--- config.mk ---
export PLATFORM = sky130hd
export DESIGN_NAME = spatz_cache_bank_initiator_flat
export DESIGN_NICKNAME = d
export VERILOG_FILES = /design/src/rtl/spatz_cache_bank_initiator_if.sv /design/src/rtl/spatz_cache_bank_initiator.sv /design/src/flat_wrapper.sv
export SDC_FILE = /design/constraint.sdc
export NUM_CORES = 1
export LEC_CHECK = 0
export CELL_PAD_IN_SITES_DETAIL_PLACEMENT = 1
export CELL_PAD_IN_SITES_GLOBAL_PLACEMENT = 2
export CORE_MARGIN = 2
export CORE_UTILIZATION = 37
export DETAILED_ROUTE_END_ITERATION = 16
export GPL_TIMING_DRIVEN = 1
export PLACE_DENSITY = 0.92
export SLEW_MARGIN = 10
export SYNTH_ARGS = -nofsm -noshare
export SYNTH_HDL_FRONTEND = slang
export SYNTH_HIERARCHICAL = 1
export SYNTH_SLANG_ARGS = --single-unit
--- constraint.sdc ---
create_clock -name clk_i -period 3.6 [get_ports clk_i]
set_input_delay 0.72 -clock clk_i [delete_from_list [all_inputs] [get_ports clk_i]]
set_output_delay 0.72 -clock clk_i [all_outputs]
set_load 0.005 [all_outputs]
--- src/rtl/spatz_cache_bank_initiator_if.sv ---
// Cache-controller side of the bank initiator: request stream in, response stream out.
// master = cache controller, slave = bank initiator.
interface spatz_cache_bank_initiator_if #(
    parameter int unsigned AddrWidth = 8,
    parameter int unsigned DataWidth = 32,
    parameter int unsigned ByteWidth = 4,
    parameter int unsigned IdWidth   = 4
);
    logic                 req_valid;
    logic                 req_ready;
    logic                 req_we;
    logic [AddrWidth-1:0] req_addr;
    logic [DataWidth-1:0] req_wdata;
    logic [ByteWidth-1:0] req_be;
    logic [IdWidth-1:0]   req_id;
    logic                 rsp_valid;
    logic                 rsp_ready;
    logic [DataWidth-1:0] rsp_rdata;
    logic [IdWidth-1:0]   rsp_id;
    logic                 rsp_err;

    modport master (
        output req_valid, req_we, req_addr, req_wdata, req_be, req_id, rsp_ready,
        input  req_ready, rsp_valid, rsp_rdata, rsp_id, rsp_err
    );

    modport slave (
        input  req_valid, req_we, req_addr, req_wdata, req_be, req_id, rsp_ready,
        output req_ready, rsp_valid, rsp_rdata, rsp_id, rsp_err
    );
endinterface

--- src/rtl/spatz_cache_bank_initiator.sv ---
// Requester-side adapter for one cache port of the hybrid SPM/cache bank: credit-limited
// issue, fixed-latency read capture, in-order response buffering, local SPM-region rejection.

module spatz_cache_bank_initiator_chk (
    input logic clk_i,
    input logic rst_i,
    input logic push_i,
    input logic full_i
);
    // Credits cap outstanding requests at the buffer depth, so a push never meets a full buffer.
    assert property (@(posedge clk_i) disable iff (rst_i) !(push_i && full_i))
        else $error("response buffer overflow");
endmodule

module spatz_cache_bank_initiator #(
    parameter int unsigned BankAddrWidth         = 8,
    parameter int unsigned DataWidth             = 32,
    parameter int unsigned ByteWidth             = 4,
    parameter int unsigned IdWidth               = 4,
    parameter int unsigned MemoryResponseLatency = 1,
    parameter int unsigned RspFifoDepth          = 4
) (
    input  logic                     clk_i,
    input  logic                     rst_i,
    input  logic [BankAddrWidth-1:0] spm_size_i,
    spatz_cache_bank_initiator_if.slave ctrl,
    output logic                     bank_req_o,
    output logic                     bank_we_o,
    output logic [BankAddrWidth-1:0] bank_addr_o,
    output logic [DataWidth-1:0]     bank_wdata_o,
    output logic [ByteWidth-1:0]     bank_be_o,
    input  logic                     bank_ready_i,
    input  logic [DataWidth-1:0]     bank_rdata_i,
    output logic                     busy_o
);
    localparam int unsigned CntW = $clog2(RspFifoDepth + 1);
    localparam int unsigned PtrW = (RspFifoDepth > 1) ? $clog2(RspFifoDepth) : 1;
    localparam int unsigned Last = MemoryResponseLatency - 1;

    function automatic logic [PtrW-1:0] next_ptr(input logic [PtrW-1:0] p);
        return (p == PtrW'(RspFifoDepth - 1)) ? {PtrW{1'b0}} : p + PtrW'(1);
    endfunction

    logic illegal_s, credit_ok_s, accept_s, push_s, pop_s, full_s, empty_s;
    logic [DataWidth-1:0] push_rdata_s;
    logic [CntW-1:0]      count_q, count_d, fcnt_q, fcnt_d;
    logic                 busy_q;

    logic [MemoryResponseLatency-1:0] pipe_vld_q, pipe_we_q, pipe_err_q;
    logic [IdWidth-1:0]               pipe_id_q [MemoryResponseLatency];

    logic [DataWidth-1:0] mem_rdata_q [RspFifoDepth];
    logic [IdWidth-1:0]   mem_id_q    [RspFifoDepth];
    logic                 mem_err_q   [RspFifoDepth];
    logic [PtrW-1:0]      wr_ptr_q, rd_ptr_q;

    assign illegal_s   = ctrl.req_addr < spm_size_i;
    assign credit_ok_s = count_q < CntW'(RspFifoDepth);
    assign accept_s    = ctrl.req_valid & ctrl.req_ready;

    assign ctrl.req_ready = credit_ok_s & (illegal_s | bank_ready_i) & ~rst_i;
    assign bank_req_o     = ctrl.req_valid & ~illegal_s & credit_ok_s & ~rst_i;
    assign bank_we_o      = ctrl.req_we;
    assign bank_addr_o    = ctrl.req_addr;
    assign bank_wdata_o   = ctrl.req_wdata;
    assign bank_be_o      = ctrl.req_be;

    // Bank data is only meaningful for legal reads; writes and rejected accesses answer zero.
    assign push_s       = pipe_vld_q[Last];
    assign push_rdata_s = (!pipe_we_q[Last] && !pipe_err_q[Last]) ? bank_rdata_i : {DataWidth{1'b0}};

    assign full_s         = fcnt_q == CntW'(RspFifoDepth);
    assign empty_s        = fcnt_q == CntW'(0);
    assign pop_s          = ~empty_s & ctrl.rsp_ready;
    assign ctrl.rsp_valid = ~empty_s;
    assign ctrl.rsp_rdata = mem_rdata_q[rd_ptr_q];
    assign ctrl.rsp_id    = mem_id_q[rd_ptr_q];
    assign ctrl.rsp_err   = mem_err_q[rd_ptr_q];
    assign busy_o         = busy_q;

    // Outstanding-credit and buffer-occupancy next state.
    always_comb begin
        count_d = count_q;
        fcnt_d  = fcnt_q;
        if (accept_s && !pop_s) begin
            count_d = count_q + CntW'(1);
        end else if (!accept_s && pop_s) begin
            count_d = count_q - CntW'(1);
        end else begin
            count_d = count_q;
        end
        if (push_s && !pop_s) begin
            fcnt_d = fcnt_q + CntW'(1);
        end else if (!push_s && pop_s) begin
            fcnt_d = fcnt_q - CntW'(1);
        end else begin
            fcnt_d = fcnt_q;
        end
    end

    // Latency pipeline; reset flushes in-flight requests so late bank data is dropped.
    always_ff @(posedge clk_i) begin
        if (rst_i) begin
            pipe_vld_q <= '0;
            pipe_we_q  <= '0;
            pipe_err_q <= '0;
            for (int i = 0; i < int'(MemoryResponseLatency); i++) pipe_id_q[i] <= '0;
        end else begin
            pipe_vld_q[0] <= accept_s;
            pipe_we_q[0]  <= ctrl.req_we;
            pipe_err_q[0] <= illegal_s;
            pipe_id_q[0]  <= ctrl.req_id;
            for (int i = 1; i < int'(MemoryResponseLatency); i++) begin
                pipe_vld_q[i] <= pipe_vld_q[i-1];
                pipe_we_q[i]  <= pipe_we_q[i-1];
                pipe_err_q[i] <= pipe_err_q[i-1];
                pipe_id_q[i]  <= pipe_id_q[i-1];
            end
        end
    end

    // Counters, pointers and busy flag.
    always_ff @(posedge clk_i) begin
        if (rst_i) begin
            count_q  <= '0;
            fcnt_q   <= '0;
            wr_ptr_q <= '0;
            rd_ptr_q <= '0;
            busy_q   <= 1'b0;
        end else begin
            count_q <= count_d;
            fcnt_q  <= fcnt_d;
            busy_q  <= count_d != CntW'(0);
            if (push_s) wr_ptr_q <= next_ptr(wr_ptr_q);
            if (pop_s)  rd_ptr_q <= next_ptr(rd_ptr_q);
        end
    end

    // Response storage; validity is tracked by the occupancy count, so no reset is needed.
    always_ff @(posedge clk_i) begin
        if (push_s) begin
            mem_rdata_q[wr_ptr_q] <= push_rdata_s;
            mem_id_q[wr_ptr_q]    <= pipe_id_q[Last];
            mem_err_q[wr_ptr_q]   <= pipe_err_q[Last];
        end
    end

    spatz_cache_bank_initiator_chk u_chk (
        .clk_i  (clk_i),
        .rst_i  (rst_i),
        .push_i (push_s),
        .full_i (full_s)
    );
endmodule

--- src/flat_wrapper.sv ---
// flat-port wrapper written by rule: the top's interface ports become plain ports
module spatz_cache_bank_initiator_flat 
#(
    parameter int unsigned BankAddrWidth         = 8,
    parameter int unsigned DataWidth             = 32,
    parameter int unsigned ByteWidth             = 4,
    parameter int unsigned IdWidth               = 4,
    parameter int unsigned MemoryResponseLatency = 1,
    parameter int unsigned RspFifoDepth          = 4
)
  (clk_i, rst_i, spm_size_i, bank_req_o, bank_we_o, bank_addr_o, bank_wdata_o, bank_be_o, bank_ready_i, bank_rdata_i, busy_o, ctrl_req_valid, ctrl_req_we, ctrl_req_addr, ctrl_req_wdata, ctrl_req_be, ctrl_req_id, ctrl_rsp_ready, ctrl_req_ready, ctrl_rsp_valid, ctrl_rsp_rdata, ctrl_rsp_id, ctrl_rsp_err);
  spatz_cache_bank_initiator_if #(.AddrWidth(8), .DataWidth(DataWidth), .ByteWidth(ByteWidth), .IdWidth(IdWidth)) ctrl_i ();
  input  logic clk_i;
  input  logic rst_i;
  input  logic [BankAddrWidth-1:0] spm_size_i;
  output logic bank_req_o;
  output logic bank_we_o;
  output logic [BankAddrWidth-1:0] bank_addr_o;
  output logic [DataWidth-1:0] bank_wdata_o;
  output logic [ByteWidth-1:0] bank_be_o;
  input  logic bank_ready_i;
  input  logic [DataWidth-1:0] bank_rdata_i;
  output logic busy_o;
  input wire logic [$bits(ctrl_i.req_valid)-1:0] ctrl_req_valid;
  input wire logic [$bits(ctrl_i.req_we)-1:0] ctrl_req_we;
  input wire logic [$bits(ctrl_i.req_addr)-1:0] ctrl_req_addr;
  input wire logic [$bits(ctrl_i.req_wdata)-1:0] ctrl_req_wdata;
  input wire logic [$bits(ctrl_i.req_be)-1:0] ctrl_req_be;
  input wire logic [$bits(ctrl_i.req_id)-1:0] ctrl_req_id;
  input wire logic [$bits(ctrl_i.rsp_ready)-1:0] ctrl_rsp_ready;
  output wire logic [$bits(ctrl_i.req_ready)-1:0] ctrl_req_ready;
  output wire logic [$bits(ctrl_i.rsp_valid)-1:0] ctrl_rsp_valid;
  output wire logic [$bits(ctrl_i.rsp_rdata)-1:0] ctrl_rsp_rdata;
  output wire logic [$bits(ctrl_i.rsp_id)-1:0] ctrl_rsp_id;
  output wire logic [$bits(ctrl_i.rsp_err)-1:0] ctrl_rsp_err;
  assign ctrl_i.req_valid = ctrl_req_valid;
  assign ctrl_i.req_we = ctrl_req_we;
  assign ctrl_i.req_addr = ctrl_req_addr;
  assign ctrl_i.req_wdata = ctrl_req_wdata;
  assign ctrl_i.req_be = ctrl_req_be;
  assign ctrl_i.req_id = ctrl_req_id;
  assign ctrl_i.rsp_ready = ctrl_rsp_ready;
  assign ctrl_req_ready = ctrl_i.req_ready;
  assign ctrl_rsp_valid = ctrl_i.rsp_valid;
  assign ctrl_rsp_rdata = ctrl_i.rsp_rdata;
  assign ctrl_rsp_id = ctrl_i.rsp_id;
  assign ctrl_rsp_err = ctrl_i.rsp_err;
  spatz_cache_bank_initiator #(.BankAddrWidth(BankAddrWidth), .DataWidth(DataWidth), .ByteWidth(ByteWidth), .IdWidth(IdWidth), .MemoryResponseLatency(MemoryResponseLatency), .RspFifoDepth(RspFifoDepth)) u_core (.clk_i(clk_i), .rst_i(rst_i), .spm_size_i(spm_size_i), .ctrl(ctrl_i), .bank_req_o(bank_req_o), .bank_we_o(bank_we_o), .bank_addr_o(bank_addr_o), .bank_wdata_o(bank_wdata_o), .bank_be_o(bank_be_o), .bank_ready_i(bank_ready_i), .bank_rdata_i(bank_rdata_i), .busy_o(busy_o));
endmodule
==> flow_summary.yaml, run 1 <==
critical_path:
  startpoint_type: "primary input"
  required_ns: 2.88
  arrival_ns: 2.81
  reg2reg_depth: 9
  cp-end-kind: "output pin"
  critPathMaxFanout: 3
  critical_path_class: "in2out"
place:
  dpl-instance-area_sq_mm: 0.00796
  pre_cts_ws_ns: -0.0127
  dp_hpwl_mm: 9.26
  io_buffers: 107
  place_congestion: 0.656
layout:
  final_area_sq_mm: 0.00849
  drive_gt1_frac: 0.188
  final_core_util: 0.459
  diodes: 0
  n_fill_cell: 1763
  layout.nets: 575
  area_growth_pct: 22.5
routing:
  wl_per_cell_um: 19.6
  drc: 0
  vias_per_cell: 4.90
  wl_mm: 13.9
  drt-initial-drc-count: 178
  ant_nets: 0
  vias: 3490
  drt-pass1-iter-count: 4
run:
  cap_viol_max_count: 0
clock_network:
  clock-sinks: 168
  cts_buffers: 17
  root_buffer: "clkbuf_16"
  h-tree-depth: 4
  path_clk_slew_ns: 0.06
  holdBufCountCts: 0
  cts_tree: "done"
  clockBufferDepth: 2
  insertion_delay_ns: 0.42
floorplanning:
  start_util: 0.374
  io_pins: 180
  core-area_sq_mm: 0.0185
  die_x_um: 141
  rows: 50
  dieHeight_um: 141
  dieArea_sq_mm: 0.0198
synth:
  syn_avg_cell_area_sq_um: 17.7
  syn_nets: 501
  syn_inst: 391
  yosysWarnings: 6
  synth.distinct_cells: 31
  syn-cell-area_sq_mm: 0.00693
  synth_seq_area_share: 0.699
  ys_seq_elements: 168
hold_path:
  hold_path.class: "reg2reg"
  whs_path_depth: 0
global_route:
  first_global_vias: 3976
  grt_max_degree: 38
  grt_pass1_wl_mm: 21.6
  grt_util_all_layers: 0.146
  antenna_found_initial: 0
  overflow: 0
power:
  cellPowerDensity_mw_per_mm2: 603
  fin_total_pwr_mw: 5.12
  vdd_drop_max_v: 0.000306
  leakagePower_nw: 2.85
timing:
  fin_crit_ns: 3.53
  layout_setup_ws_ns: 0.0733
  final_max_slew_viol_count: 0
  fin_worst_skew_ns: 0.00621
  rsz0062_at_grt: "no"
  max_freq_mhz: 284
  hold_ws_ns: 0.480
  tightest_slew_ns: 1.08
  post-route-period-util: 0.980
  setup_viol: 0
  slew_headroom: 0.282
  finalHoldViolCount: 0
outcome:
  status: "finished clean"
[stage by stage]
step           instances  TNS [ns]
2_1_floorplan        391         0
3_3_place_gp         680         0
3_5_place_dp         680   -0.0127
4_1_cts              712         0
5_1_grt              712         0
6_report             712         0
[path summary, 6_finish.rpt]
check | to | start | slack, ns
hold / removal | u_core/mem_id_q[1][2] | u_core/pipe_id_q[0][2] | 0.48
setup / recovery | bank_req_o | spm_size_i[1] | 0.07
setup reg to reg | u_core/fcnt_q[2] | u_core/fcnt_q[0] | 0.99
hold reg to reg | u_core/mem_id_q[1][2] | u_core/pipe_id_q[0][2] | 0.48
[sequential cells by signal, indices dropped and copies added (netlist names), named ones only]
| name | count |
|---|---|
| u_core/count_q | 3 |
| u_core/pipe_id_q | 4 |
| u_core/mem_rdata_q | 128 |
| u_core/fcnt_q | 3 |
| u_core/pipe_vld_q | 1 |
| u_core/busy_o | 1 |
| u_core/rd_ptr_q | 2 |
| u_core/wr_ptr_q | 2 |
| u_core/mem_err_q | 4 |
| u_core/pipe_we_q | 1 |
| u_core/mem_id_q | 16 |
| u_core/pipe_err_q | 1 |
[cell usage after synthesis, drive strengths merged]
library cell    n  area (sq um)
nor3b           1          7.51
a211oi          1          7.51
nor2b           5          31.3
mux4           37           833
buf            48           353
edfxtp        148          4440
xor2            3          26.3
o21ai           6          33.8
a211o           1          8.76
and2b           1          8.76
or3             2          12.5
a2111o          1          11.3
inv            15          56.3
and2           39           246
clkbuf         11          41.3
mux2i           3          30.0
a31oi           1          12.5
nand2           7          26.3
nor2            9          33.8
clkinv          1          5.00
dfxtp          20           400
nor3            3          15.0
a21oi           8          40.0
nand2b          2          20.0
fa              1          20.0
xnor2           2          17.5
ha             15           188
[routing by layer]
layer / global-route usage / up-vias / part of all wire
met5: 0 / - / 0
met4: 0.0621 / 0 / 0.021
met3: 0.0435 / 35 / 0.061
met2: 0.256 / 124 / 0.52
met1: 0.166 / 1760 / 0.40
li1: - / 1571 / -
[cells in the final DEF, fill, tap and decap left out, drive strengths merged, types with 2 or more instances in the layout]
cell type	synthesis	layout
clkinv	1	6
clkbuf	11	17
mux2i	3	3
or3	2	2
a21oi	8	8
and2	39	39
clkinvlp	0	8
nand2	7	7
clkdlybuf4s50	0	106
nand2b	2	2
xor2	3	3
o21ai	6	6
dfxtp	20	20
mux4	37	37
xnor2	2	2
nor3	3	3
inv	15	17
ha	15	15
nor2b	5	5
edfxtp	148	148
nor2	9	9
buf	48	7
[power breakdown]
group	total (mW)	internal (mW)	switching, mW
combinational	1.17	0.688	0.485
clock	1.62	0.878	0.739
sequential	2.33	2.26	0.0740
total	5.12	3.83	1.30
[kinds of logic (layout without fill, tap and decap cells)]
family	count (synthesis)	after routing	share of synthesized area
buffers and inverters	75	162	0.0657
AOI/OAI and AO/OA	18	18	0.0164
adders and majority gates	16	16	0.0300
muxes	40	40	0.125
and+or+nand+nor	69	69	0.0580
xor gates and xnor gates	5	5	0.00632
DFF	168	168	0.699
[what timing repair did]
action	4_1_cts	5_1_grt
resized for setup	1	0
setup endpoints to repair	1	0
endpoints found under the hold margin	0	0
setup buffers	0	0
[worst max-delay path, cell delays in order]
cell,delay [ns]
clkdlybuf4s50_1,0.47
inv_1,0.05
ha_1,0.29
a2111o_1,0.38
a31oi_2,0.23
and2b_2,0.24
clkdlybuf4s50_1,0.44
[cell type report]
cell class	instances	area, sq um	area share
Tap cell	234	293	0.0345
Sequential cell	168	4850	0.571
Inverter	16	61.3	0.00722
Clock buffer	17	425	0.0501
Timing Repair Buffer	114	1120	0.132
Clock inverter	15	106	0.0125
Multi-Input combinational cell	148	1640	0.193
(Power assumes the default switching activity.)
==> run 2: changes to the inputs <==
--- a/config.mk
+++ b/config.mk
@@ -8,10 +8,11 @@
 export CELL_PAD_IN_SITES_DETAIL_PLACEMENT = 1
 export CELL_PAD_IN_SITES_GLOBAL_PLACEMENT = 2
 export CORE_MARGIN = 2
-export CORE_UTILIZATION = 37
+export CORE_UTILIZATION = 35
+export CTS_CLUSTER_DIAMETER = 80
 export DETAILED_ROUTE_END_ITERATION = 16
 export GPL_TIMING_DRIVEN = 1
-export PLACE_DENSITY = 0.92
+export PLACE_DENSITY = 0.88
 export SLEW_MARGIN = 10
 export SYNTH_ARGS = -nofsm -noshare
 export SYNTH_HDL_FRONTEND = slang
==> flow_summary.yaml, run 2 (synthesized netlist as in run 1, its figures left out) <==
power:
  seq_power_share: 0.425
  power.switching_mw: 1.29
  internal-power_mw: 4.18
  clockPowerShare: 0.356
  leakagePower_nw: 2.91
  vdd_drop_max_v: 0.000219
  switching_share: 0.236
  p_comb_frac: 0.219
  cellPowerDensity_mw_per_mm2: 633
layout:
  largest_register_ffs: 128
  diodes: 0
  final_core_util: 0.444
  layout_common_cells: "148 x edfxtp_1, 106 x clkdlybuf4s50_1, 37 x mux4_2, 33 x and2_1, 18 x dfxtp_1"
  mostFrequentLayoutCell: "edfxtp_1"
  top_regs: "u_core/mem_rdata_q (128), u_core/mem_id_q (16)"
  area_growth_pct: 24.6
  register_area_sq_mm: 0.00485
  largest_register: "u_core/mem_rdata_q"
  layout.nets: 573
  drive_gt1_frac: 0.181
  n_fill_cell: 1888
  multi_input_area_sq_mm: 0.00164
critical_path:
  critical_path_class: "in2out"
  rr_startpoint: "u_core/fcnt_q[2]"
  reg2reg_slack_ns: 1.09
  critPathMaxFanout: 3
  crit_path_cell_trace: "clkdlybuf4s50_1 > inv_1 > ha_1 > a2111o_1 > a31oi_2 > and2b_2 > clkdlybuf4s50_1"
  slowest_delay_ns: 0.46
  cp-end-kind: "output pin"
  startpoint_type: "primary input"
  cp_slowest_cell: "clkdlybuf4s50_1"
  reg2reg_depth: 9
  worst_path_most_repeated_cell: "clkdlybuf4s50_1"
  reg2reg_to: "u_core/fcnt_q[2]"
  arrival_ns: 2.75
  required_ns: 2.88
floorplanning:
  start_util: 0.356
  rows: 51
  io_pins: 180
  die_x_um: 145
  core-area_sq_mm: 0.0195
  dieArea_sq_mm: 0.0209
  dieHeight_um: 145
hold_path:
  holdCritStartpoint: "u_core/pipe_id_q[0][3]"
  whs_path_depth: 0
  hold_path.class: "reg2reg"
  hold_end: "u_core/mem_id_q[3][3]"
timing:
  slew_headroom: 0.271
  layout_setup_ws_ns: 0.132
  tns_ns: 0
  finalHoldViolCount: 0
  rsz0062_at_grt: "no"
  max_freq_mhz: 288
  fin_crit_ns: 3.47
  tightest_slew_ns: 1.09
  final_max_slew_viol_count: 0
  post-route-period-util: 0.963
  fin_worst_skew_ns: 0.00635
  setup_viol: 0
clock_network:
  insertion_delay_ns: 0.43
  clockBufferDepth: 2
  cts_setup_buffers: 0
  root_buffer: "clkbuf_16"
  cts_buffers: 17
  path_clk_slew_ns: 0.06
  clock-sinks: 168
  h-tree-depth: 4
  cts_tree: "done"
global_route:
  grt_pass1_wl_mm: 22.0
  antenna_found_initial: 0
  overflow: 0
  first_global_vias: 3988
  grt_max_degree: 38
  grt_util_all_layers: 0.144
routing:
  drt-initial-drc-count: 248
  wl_per_cell_um: 19.4
  vias: 3548
  wl_mm: 14.4
  drc: 0
  drt-pass1-iter-count: 4
  vias_per_cell: 4.79
  ant_nets: 0
place:
  dp_hpwl_mm: 9.02
  io_buffers: 107
  pre_cts_ws_ns: 0.0170
  place_congestion: 0.657
run:
  cap_viol_max_count: 0
outcome:
  status: "finished clean"
==> run 2: routing by layer <==
layer  GRT usage  routed length, um
met4      0.0807                528
met2       0.248               7280
met5           0                  0
met1       0.164               5700
met3      0.0372                882
==> run 2: metrics by stage <==
stage	total power, mW	area [sq um]	hold slack (ns)	cells
after floorplan	3.03	6930	0.438	391
after detailed placement	3.58	8000	0.469	709
after global placement	3.53	8000	0.450	709
after global routing	5.70	8640	0.508	741
final	5.46	8640	0.480	741
after CTS	5.53	8630	0.483	741
==> run 2: final cells by class <==
class	instances	area share
flip-flops and latches	168	0.561
multi-input cells	148	0.190
clock buffers	18	0.0497
well taps	265	0.0384
clock inverters	14	0.0238
repair buffers	112	0.130
inverters	16	0.00710
==> run 2: power groups by stage <==
stage / combinational [mW] / sequential, mW / clock (mW)
3_5_place_dp: 1.22 / 2.36 / 0
2_1_floorplan: 0.692 / 2.34 / 0
3_3_place_gp: 1.18 / 2.35 / 0
6_report: 1.19 / 2.32 / 1.95
4_1_cts: 1.23 / 2.32 / 1.98
5_1_grt: 1.31 / 2.33 / 2.05
==> run 2: repair_timing <==
action                     in CTS  in global routing
hold buffers                    0                  0
setup endpoints to repair       1                  1
resized for setup               0                  1
cloned                          0                  0
pin swaps                       1                  0
==> run 2: how the worst max path moves through the flow <==
stage                       start              to  depth (start not counted)
floorplan           spm_size_i[1]      bank_req_o                          5
global placement    spm_size_i[1]  ctrl_req_ready                          8
detailed placement  spm_size_i[1]  ctrl_req_ready                          8
CTS                 spm_size_i[1]  ctrl_req_ready                          8
global route        spm_size_i[5]      bank_req_o                          8
finish              spm_size_i[1]      bank_req_o                          7
==> run 2: worst max-delay path, delay by kind of cell <==
family	cells	cell delay (ns)
buf+inv	3	0.94
compound gates	2	0.56
simple gates	1	0.24
fa+ha+maj	1	0.28
